<file path="src/rtl/sp_pkg.sv">
// Shared widths and type definitions for simple_processor blocks.
package sp_pkg;

  localparam int unsigned ADDR_WIDTH = 32;
  localparam int unsigned DATA_WIDTH = 32;

  typedef enum logic [1:0] {
    IDLE = 2'd0,
    BUSY = 2'd1,
    RESP = 2'd2
  } arb_state_e;

  typedef enum logic {
    PORT_I = 1'b0,
    PORT_D = 1'b1
  } arb_port_e;

endpackage

</file>
<file path="src/rtl/sp_mem_arbiter_rr.sv">
// Combinational two-way round-robin picker: req[0] is the instruction port,
// req[1] the data port; on a tie the port that did not win last time wins.
module sp_rr_arb2
  import sp_pkg::*;
(
  input  logic [1:0] req,
  input  arb_port_e  last,
  output logic [1:0] gnt,
  output arb_port_e  winner
);

  always_comb begin
    gnt    = '0;
    winner = PORT_I;
    if (req == 2'b11) begin
      winner = (last == PORT_I) ? PORT_D : PORT_I;
      gnt    = (last == PORT_I) ? 2'b10 : 2'b01;
    end else if (req[1]) begin
      winner = PORT_D;
      gnt    = 2'b10;
    end else if (req[0]) begin
      winner = PORT_I;
      gnt    = 2'b01;
    end
  end

endmodule

</file>
<file path="src/rtl/sp_mem_arbiter.sv">
// Shares one memory port between the instruction and data ports of
// simple_processor; one transaction in flight, every output registered.
module sp_mem_arbiter
  import sp_pkg::*;
#(
  parameter int unsigned ADDR_WIDTH = sp_pkg::ADDR_WIDTH,
  parameter int unsigned DATA_WIDTH = sp_pkg::DATA_WIDTH
) (
  input  logic                  clk_i,
  input  logic                  arst_i,
  input  logic                  imem_req_i,
  input  logic [ADDR_WIDTH-1:0] imem_addr_i,
  output logic [DATA_WIDTH-1:0] imem_rdata_o,
  output logic                  imem_ack_o,
  input  logic                  dmem_req_i,
  input  logic                  dmem_wr_i,
  input  logic [ADDR_WIDTH-1:0] dmem_addr_i,
  input  logic [DATA_WIDTH-1:0] dmem_wdata_i,
  output logic [DATA_WIDTH-1:0] dmem_rdata_o,
  output logic                  dmem_ack_o,
  output logic                  mem_req_o,
  output logic                  mem_wr_o,
  output logic [ADDR_WIDTH-1:0] mem_addr_o,
  output logic [DATA_WIDTH-1:0] mem_wdata_o,
  input  logic [DATA_WIDTH-1:0] mem_rdata_i,
  input  logic                  mem_ack_i
);

  arb_state_e            state_q;
  arb_port_e             owner_q;
  arb_port_e             last_q;
  arb_port_e             winner;
  logic [1:0]            gnt;
  logic [DATA_WIDTH-1:0] rdata_q;

  sp_rr_arb2 u_rr (
    .req    ({dmem_req_i, imem_req_i}),
    .last   (last_q),
    .gnt    (gnt),
    .winner (winner)
  );

  always_ff @(posedge clk_i or posedge arst_i) begin
    if (arst_i) begin
      state_q     <= IDLE;
      owner_q     <= PORT_I;
      last_q      <= PORT_D;
      mem_req_o   <= 1'b0;
      mem_wr_o    <= 1'b0;
      mem_addr_o  <= '0;
      mem_wdata_o <= '0;
      rdata_q     <= '0;
      imem_ack_o  <= 1'b0;
      dmem_ack_o  <= 1'b0;
    end else begin
      imem_ack_o <= 1'b0;
      dmem_ack_o <= 1'b0;
      case (state_q)
        IDLE: begin
          if (|gnt) begin
            state_q   <= BUSY;
            owner_q   <= winner;
            last_q    <= winner;
            mem_req_o <= 1'b1;
            if (gnt[1]) begin
              mem_wr_o    <= dmem_wr_i;
              mem_addr_o  <= dmem_addr_i;
              mem_wdata_o <= dmem_wdata_i;
            end else begin
              mem_wr_o    <= 1'b0;
              mem_addr_o  <= imem_addr_i;
              mem_wdata_o <= '0;
            end
          end
        end
        BUSY: begin
          if (mem_ack_i) begin
            state_q    <= RESP;
            mem_req_o  <= 1'b0;
            // Writes leave the last read data visible on both rdata outputs.
            if (!mem_wr_o) rdata_q <= mem_rdata_i;
            imem_ack_o <= (owner_q == PORT_I);
            dmem_ack_o <= (owner_q == PORT_D);
          end
        end
        RESP:    state_q <= IDLE;
        default: state_q <= IDLE;
      endcase
    end
  end

  assign imem_rdata_o = rdata_q;
  assign dmem_rdata_o = rdata_q;

endmodule

</file>
<file path="config.mk">
export PLATFORM = sky130hd
export DESIGN_NAME = sp_mem_arbiter
export DESIGN_NICKNAME = d
export VERILOG_FILES = /design/src/rtl/sp_pkg.sv /design/src/rtl/sp_mem_arbiter_rr.sv /design/src/rtl/sp_mem_arbiter.sv
export SDC_FILE = /design/constraint.sdc
export NUM_CORES = 1
export LEC_CHECK = 0
export ABC_AREA = 1
export BUFFER_PORTS_ARGS = -buffer_cell sky130_fd_sc_hd__buf_2
export CAP_MARGIN = 40
export CORE_ASPECT_RATIO = 1.75
export CORE_MARGIN = 3
export CORE_UTILIZATION = 45
export CTS_BUF_LIST = sky130_fd_sc_hd__clkbuf_8 sky130_fd_sc_hd__clkbuf_16
export DETAILED_ROUTE_END_ITERATION = 10
export GPL_ROUTABILITY_DRIVEN = 0
export PLACE_DENSITY_LB_ADDON = 0.25
export SETUP_SLACK_MARGIN = 0.3
export SYNTH_ARGS = -nofsm -noshare
export SYNTH_HDL_FRONTEND = slang
export SYNTH_SLANG_ARGS = --single-unit
</file>
<file path="constraint.sdc">
create_clock -name clk_i -period 4.57 [get_ports clk_i]
set_input_delay 0.914 -clock clk_i [delete_from_list [all_inputs] [get_ports clk_i]]
set_output_delay 0.914 -clock clk_i [all_outputs]
set_load 0.02 [all_outputs]
</file>
==> PnR_summary.wiki, run 1 <==
{| class="wikitable"
! Metric !! Value
|-
| Peak Freq || 444 MHz
|-
| Clock Latency Late Sink || 330 ps
|-
| Total number of vias || 4,651
|-
| Gate family responsible for the most delay along the worst path || buffers and inverters
|-
| Result of the run || finished clean
|-
| Type of the most critical hold path || register to register
|-
| Internal power || approximately 2.6 mW
|-
| Startpoint type of the worst setup path || primary input
|-
| Worst Reg-to-Reg Cells || 7
|-
| Max clock buf depth || 2
|-
| Post-layout minimum cycle time || roughly 2300 ps
|-
| Clock network power share || 18.2%
|-
| First-pass GRT wire length || 21,000 um
|-
| Cell count after placement || between 900 and 1,000
|-
| Violation count after the first detailed-route iteration || 201
|-
| Pwr per Cell Area || approximately 750 nW/um2
|-
| Crit. End Element || register
|-
| Sinks on Clock Net || approximately 100
|-
| Proportion of synthesized area in mux cells || 0%
|-
| Critical path cell sequence || buf_2, nand2_1, buf_8, nand2_1, inv_2, nand2_1, o21ai_0
|-
| Via density per instance || 4.81
|-
| Synth top area share || 52.8%
|-
| Worst Tran Pin Value || 688 ps
|-
| Worst path buffer plus inverter count || 3
|-
| Non-filler cells in the finished layout || 967
|-
| TritonCTS clock tree || done
|-
| H-tree levels || 3
|-
| Vias in the first global route || around 4,400
|-
| Cell area after placement || 6070 um2
|-
| All-layer global routing usage || 21.2%
|-
| Largest family of logic cells by synthesized area || simple AND/OR/NAND/NOR gates
|-
| Initial standard-cell utilization of the core || 46.9%
|-
| Final Hold Fails || 0
|-
| Fraction of the mapped netlist area in adder cells || 0%
|-
| Fraction of synthesized cell area in xor and xnor cells || 0%
|-
| Slowest stage delay, CP || 460 ps
|-
| Period utilisation layout || 49.3%
|-
| Setup TNS || 0 ps
|-
| Core region area || 10,400 um2
|-
| Summed area of non-filler cells in the final layout || 6420 um2
|-
| Library cell occupying the most area in the post-synthesis netlist || sky130_fd_sc_hd__dfrtp_1
|-
| Fraction of power consumed by sequential logic || 34.0%
|-
| Worst IR drop on VDD || 0.431 mV
|-
| Horizontal die dimension || 84.8 um
|-
| Leakage power || 4.04 nW
|-
| Cell with the most instances on the worst path || sky130_fd_sc_hd__nand2_1
|-
| Ant. Diodes || 0
|-
| Net switching power of the design || roughly 2.2 mW
|-
| Total of flip-flops plus latches after synthesis || 104
|-
| Worst Path Arrival || 2490 ps
|-
| Count of maximum capacitance violations || 0
|-
| Number of iterations in the first detailed-routing pass || 4
|-
| Post-synthesis instance total || 618
|-
| Number of port buffers || around 270
|-
| Worst-path clk slew || roughly 60 ps
|-
| Slew Limit Headroom || 54.1%
|-
| Sequential fraction of the synthesis area || 53.3%
|-
| Simple-gate area share of the yosys netlist || 32.3%
|-
| Die Area || 12,200 um2
|-
| Die span in y || roughly 140 um
|-
| Total detailed-routing wirelength || 13,200 um
|-
| Pin count of the biggest net entering global routing || 68
|-
| Reg2reg start || last_q$_DFFE_PP1P_
|-
| Post-cts resize count || 0
|-
| Number of setup violations in the final report || 0
|-
| Crit Reg-Reg Endpoint || mem_addr_o[19]$_DFFE_PP0P_
|-
| Number of distinct standard cells referenced by the synthesized netlist || 15
|-
| Slack of the worst reg-to-reg path || about 2600 ps
|-
| Post-synthesis instance area || 4880 um2
|-
| Total Nets Final || approximately 970
|-
| Library cell used as clock root buffer || sky130_fd_sc_hd__clkbuf_16
|-
| Wire length per cell after detailed routing || 13.6 um
|-
| Clk_skew || 7.34 ps
|-
| Initial antenna violation count || 1
|-
| Switching Fraction || 45.3%
|-
| Number of standard-cell rows in the floorplan || 49
|-
| CP endpoint || owner_q$_DFFE_PP0P_
|-
| Top-level I/O count || 266
|-
| Layout overhead on the synthesized area || 31.4%
|-
| Share of cells above drive strength 1 || 35.5%
|-
| Number of cells on the critical path || 7
|-
| Combinational group share of total power || between 40% and 50%
|-
| Crit Path Class || primary input to register
|-
| Average cell area after synthesis || 7.90 um2
|-
| Residual antenna-violating net count after detailed routing || 0
|-
| Number of buffers inserted during clock tree synthesis || 9
|-
| Setup repair after global routing missed its margin || no
|-
| Count of unresolved DRC violations after routing || 0
|-
| Final max-slew violation count || 0
|-
| Critical path peak fanout || 34
|-
| Half-perimeter wire length of the detailed placement result || 9940 um
|-
| Net count of the mapped netlist || 752
|-
| Global route total overflow || 0
|-
| Number of buffers inserted for hold repair after clock tree synthesis || 0
|-
| Synth warnings || 0
|-
| CP Data Required Time || 4810 ps
|-
| Most common cell after layout, fill and taps aside || sky130_fd_sc_hd__buf_2
|-
| Launch point of the worst path || imem_req_i
|-
| Share of the synthesized area in compound gates (AO/OA/AOI/OAI) || 0.102%
|-
| Leading cell types in the layout, fill and taps excluded || 265 x sky130_fd_sc_hd__buf_2, 238 x sky130_fd_sc_hd__nand2_1, 129 x sky130_fd_sc_hd__nand3_1
|-
| Biggest area contributors in the synthesized netlist || sky130_fd_sc_hd__dfrtp_1 53%, sky130_fd_sc_hd__nand2_1 18%, sky130_fd_sc_hd__nand3_1 13%, sky130_fd_sc_hd__buf_4 5.8%, sky130_fd_sc_hd__inv_1 5.4%
|-
| Post-CTS Setup Repair Bufs || 0
|-
| Critical-path cell with the highest stage delay || sky130_fd_sc_hd__inv_2
|}
==> worst min-delay path by stage <==
stage / start / slack (ps) / depth (start not counted) / end
3_5_place_dp: owner_q$_DFFE_PP0P_ / 420 / 1 / imem_ack_o$_DFF_PP0_
3_3_place_gp: owner_q$_DFFE_PP0P_ / 410 / 1 / imem_ack_o$_DFF_PP0_
2_1_floorplan: owner_q$_DFFE_PP0P_ / 400 / 1 / imem_ack_o$_DFF_PP0_
6_report: owner_q$_DFFE_PP0P_ / 440 / 1 / imem_ack_o$_DFF_PP0_
5_1_grt: owner_q$_DFFE_PP0P_ / 480 / 1 / imem_ack_o$_DFF_PP0_
4_1_cts: owner_q$_DFFE_PP0P_ / 430 / 1 / imem_ack_o$_DFF_PP0_
==> kinds of logic (layout without fill, tap and decap cells) <==
logic type / count (synthesis) / in the layout
simple gates: 373 / 373
buf+inv: 140 / 362
flops: 104 / 104
compound gates: 1 / 1
==> power groups by stage <==
stage,clock (mW),sequential (mW),combinational (mW)
after floorplan,0,2.15,1.15
after global placement,0,1.64,2.26
after detailed placement,0,1.65,2.34
after CTS,0.901,1.65,2.34
after global routing,0.936,1.70,2.53
final,0.879,1.65,2.32
==> layer usage <==
| layer | GRT usage, % | part of all wire (%) | vias to the layer above |
|---|---|---|---|
| met3 | 4.25 | 7.5 | 23 |
| li1 | - | - | 2297 |
| met4 | 7.17 | 2.1 | 2 |
| met5 | 0 | 0.053 | - |
| met1 | 25.1 | 38 | 2120 |
| met2 | 38.2 | 52 | 209 |
==> layout make-up <==
type	instances	area, um2
fillers	951	4010
flip-flops and latches	104	2600
clock buffers	10	239
repair buffers	274	1450
well taps	127	159
inverters	72	273
multi-input cells	374	1580
clock inverters	6	113
==> sequential cells by signal (all words and copies together) (netlist names) <==
| name | flops |
|---|---|
| imem_ack_o | 1 |
| dmem_ack_o | 1 |
| mem_addr_o | 32 |
| mem_wr_o | 1 |
| last_q | 1 |
| dmem_rdata_o | 32 |
| state_q | 2 |
| mem_req_o | 1 |
| owner_q | 1 |
| mem_wdata_o | 32 |
==> per-stage QoR <==
step / util, % / setup slack [ps] / power (mW) / hold WS, ps
after floorplan: - / 925 / 3.31 / 403
after global placement: 57.4 / 1810 / 3.90 / 413
after detailed placement: 58.2 / 1980 / 3.99 / 420
after CTS: 61.6 / 2320 / 4.89 / 430
after global routing: 61.6 / 2140 / 5.16 / 478
final: 61.6 / 2320 / 4.84 / 437
==> Yosys cell counts <==
master and instances:
sky130_fd_sc_hd__buf_4 38, sky130_fd_sc_hd__dfstp_2 1, sky130_fd_sc_hd__dfrtp_1 103, sky130_fd_sc_hd__nor2_4 1
sky130_fd_sc_hd__nand3_1 129, sky130_fd_sc_hd__inv_2 2, sky130_fd_sc_hd__buf_1 1, sky130_fd_sc_hd__nand2_1 238
sky130_fd_sc_hd__o21ai_0 1, sky130_fd_sc_hd__inv_1 70, sky130_fd_sc_hd__nor2_1 2, sky130_fd_sc_hd__clkbuf_1 14
sky130_fd_sc_hd__buf_6 2, sky130_fd_sc_hd__nor2_2 3, sky130_fd_sc_hd__buf_2 13
(Power assumes the default switching activity.)
==> run 2, diff against run 1 <==
- clock period: 4.57 -> 2.1 ns (I/O delays scaled with it)
==> run 2 against run 1 <==
Global-route usage up 0.54 points. Sequential cell count is the same. Register-to-register slack worse by 2000 ps. Core utilization fell by 0.86 points. Clock power up 74%. Combinational power is 120% higher. Via count is 0.22% higher. Critical path depth is 1 lower. Hold slack got worse by 210 ps.
==> PnR_summary.wiki, run 2 (synthesis gave the netlist of run 1 again) <==
{| class="wikitable"
! Metric !! Value
|-
| Crit. End Element || register
|-
| Vias in the first global route || 4,431 (-0.23%)
|-
| H-tree levels || 3 (unchanged)
|-
| Met3 routed WL || 1070 um (+7.9%)
|-
| Met1 Routed Length || 5050 um (+0.60%)
|-
| Number of standard-cell rows in the floorplan || 49 (unchanged)
|-
| Layout overhead on the synthesized area || 29.5%
|-
| Pin count of the biggest net entering global routing || 105 (+54%)
|-
| Final max-slew violation count || 0 (unchanged)
|-
| Pwr per Cell Area || 1600 nW/um2 (+110%)
|-
| Leakage power || 4.00 nW (-1.1%)
|-
| Global route total overflow || 0 (unchanged)
|-
| Clock Latency Late Sink || 340 ps (about the same)
|-
| Fraction of power consumed by sequential logic || 35.4% (+1.4 points)
|-
| Half-perimeter wire length of the detailed placement result || 9970 um (+0.35%)
|-
| Number of iterations in the first detailed-routing pass || 5 (+1)
|-
| Sinks on Clock Net || 104 (unchanged)
|-
| Combinational group share of total power || 49.4% (+1.6 points)
|-
| Startpoint type of the worst setup path || register
|-
| TritonCTS clock tree || done
|-
| Reg2reg start || state_q[0]$_DFFE_PP0P_
|-
| All-layer global routing usage || 21.8% (+0.54 points)
|-
| Die span in y || 144 um (unchanged)
|-
| Number of setup violations in the final report || 0 (unchanged)
|-
| Leading cell types in the layout, fill and taps excluded || 265 x sky130_fd_sc_hd__buf_2, 238 x sky130_fd_sc_hd__nand2_1, 129 x sky130_fd_sc_hd__nand3_1
|-
| Residual antenna-violating net count after detailed routing || 0 (unchanged)
|-
| Type of the most critical hold path || primary input to asynchronous set/reset pin
|-
| Wire length per cell after detailed routing || 13.8 um (+0.77%)
|-
| Switching Fraction || 46.7% (+1.5 points)
|-
| Internal power || 5.40 mW (+100%)
|-
| Clk_skew || 9.41 ps (+2.07 ps)
|-
| Worst Tran Pin Value || 609 ps (-79.2 ps)
|-
| Core region area || 10,400 um2 (unchanged)
|-
| Cell area after placement || 6050 um2 (-0.23%)
|-
| Initial antenna violation count || 1 (unchanged)
|-
| Result of the run || finished clean
|-
| Number of buffers inserted during clock tree synthesis || 9 (unchanged)
|-
| Violation count after the first detailed-route iteration || 186 (-7.5%)
|-
| Cell count after placement || 953 (+0.21%)
|-
| Met2 routed WL || 6890 um (-0.17%)
|-
| Top-level I/O count || 266 (unchanged)
|-
| Via density per instance || 4.82 (+0.11%)
|-
| Initial standard-cell utilization of the core || 46.9% (unchanged)
|-
| Worst IR drop on VDD || 1.15 mV (+170%)
|-
| Setup TNS || 0 ps (unchanged)
|-
| Net switching power of the design || 4.74 mW (+120%)
|-
| Critical path peak fanout || 35 (+2.9%)
|-
| Peak Freq || 645 MHz
|-
| Ant. Diodes || 0 (unchanged)
|-
| Worst Path Arrival || 1830 ps (-660 ps)
|-
| Count of unresolved DRC violations after routing || 0 (unchanged)
|-
| Total Nets Final || 971 (+0.21%)
|-
| Clock network power share || 15.1% (-3.1 points)
|-
| Post-CTS Setup Repair Bufs || 0 (unchanged)
|-
| Final Hold Fails || 0 (unchanged)
|-
| Non-filler cells in the finished layout || 968 (+0.10%)
|-
| Top routing layer used || met5
|-
| Number of port buffers || 265 (unchanged)
|-
| Period utilisation layout || 73.9%
|-
| Crit Path Class || register to register
|-
| Post-layout minimum cycle time || 1550 ps
|-
| Setup repair after global routing missed its margin || no
|-
| Worst-path clk slew || 70 ps (about the same)
|-
| Total number of vias || 4,661 (+0.22%)
|-
| Count of maximum capacitance violations || 0 (unchanged)
|-
| Most common cell after layout, fill and taps aside || sky130_fd_sc_hd__buf_2
|-
| Max clock buf depth || 2 (unchanged)
|-
| Total detailed-routing wirelength || 13,300 um (+0.87%)
|-
| Summed area of non-filler cells in the final layout || 6330 um2 (-1.4%)
|-
| Library cell used as clock root buffer || sky130_fd_sc_hd__clkbuf_16
|-
| Die Area || 12,200 um2 (unchanged)
|-
| Share of cells above drive strength 1 || 35.3% (-0.16 points)
|-
| Number of buffers inserted for hold repair after clock tree synthesis || 0 (unchanged)
|-
| Horizontal die dimension || 84.8 um (unchanged)
|-
| Launch point of the worst path || state_q[0]$_DFFE_PP0P_
|-
| Post-cts resize count || 0 (unchanged)
|-
| Slew Limit Headroom || 59.4% (+5.3 points)
|-
| CP Data Required Time || 2380 ps (-2430 ps)
|-
| First-pass GRT wire length || 21,400 um (+1.7%)
|}
-- run 2: cell types whose count changed in the layout (fill, tap and decap cells not counted) --
cell / delta
sky130_fd_sc_hd__buf_12: +2
sky130_fd_sc_hd__buf_16: -2
sky130_fd_sc_hd__buf_4: +4
sky130_fd_sc_hd__buf_8: -2
sky130_fd_sc_hd__bufinv_16: -3
sky130_fd_sc_hd__clkbuf_8: +1
sky130_fd_sc_hd__clkinv_2: -1
sky130_fd_sc_hd__clkinvlp_4: +3
sky130_fd_sc_hd__inv_1: +2
sky130_fd_sc_hd__inv_4: -1
sky130_fd_sc_hd__inv_6: -2
-- run 2: layer usage --
layer / vias up / GRT usage [%]
li1: 2297 / -
met1: 2103 / 26.5
met2: 235 / 37.8
met3: 24 / 4.59
met4: 2 / 8.09
met5: - / 0
-- run 2: through the flow --
step	hold slack, ps	util (%)	worst slack, ps	power [mW]
floorplan	403	-	435	7.20
global placement	412	58.1	457	8.57
detailed placement	422	58.1	402	8.69
CTS	254	60.7	515	10.3
global route	272	60.7	386	10.9
finish	222	60.7	549	10.1
-- run 2: worst max-delay path: stages (launching register included) --
cell	delay (ps)
sky130_fd_sc_hd__dfrtp_1	360
sky130_fd_sc_hd__inv_1	80
sky130_fd_sc_hd__nand2_1	100
sky130_fd_sc_hd__nor2_4	270
sky130_fd_sc_hd__buf_4	410
sky130_fd_sc_hd__nand3_1	160
sky130_fd_sc_hd__nand2_1	100
-- run 2: path summary, 6_finish.rpt --
| kind | endpoint | slack (ps) | depth (start not counted) |
|---|---|---|---|
| max | mem_addr_o[6]$_DFFE_PP0P_ | 550 | 6 |
| min | dmem_rdata_o[8]$_DFFE_PP0P_ | 220 | 3 |
| max reg2reg | mem_addr_o[6]$_DFFE_PP0P_ | 550 | 6 |
| min reg2reg | imem_ack_o$_DFF_PP0_ | 440 | 1 |
| max in group asynchronous | mem_wdata_o[14]$_DFFE_PP0P_ | 1440 | 3 |
| min in group clk_i | mem_wdata_o[22]$_DFFE_PP0P_ | 310 | 3 |
-- run 2: area by class of cell --
cell class | instances | area (um2)
Clock buffer | 11 | 253
Clock inverter | 4 | 22.5
Fill cell | 982 | 4100
Inverter | 72 | 274
Multi-Input combinational cell | 374 | 1580
Sequential cell | 104 | 2600
Tap cell | 127 | 159
Timing Repair Buffer | 276 | 1430
-- run 2: power groups by stage --
stage	Combinational [mW]	Clock (mW)	Sequential, mW
2_1_floorplan	2.51	0	4.69
3_3_place_gp	4.99	0	3.59
3_5_place_dp	5.09	0	3.60
4_1_cts	5.08	1.58	3.59
5_1_grt	5.50	1.65	3.71
6_report	5.01	1.53	3.59
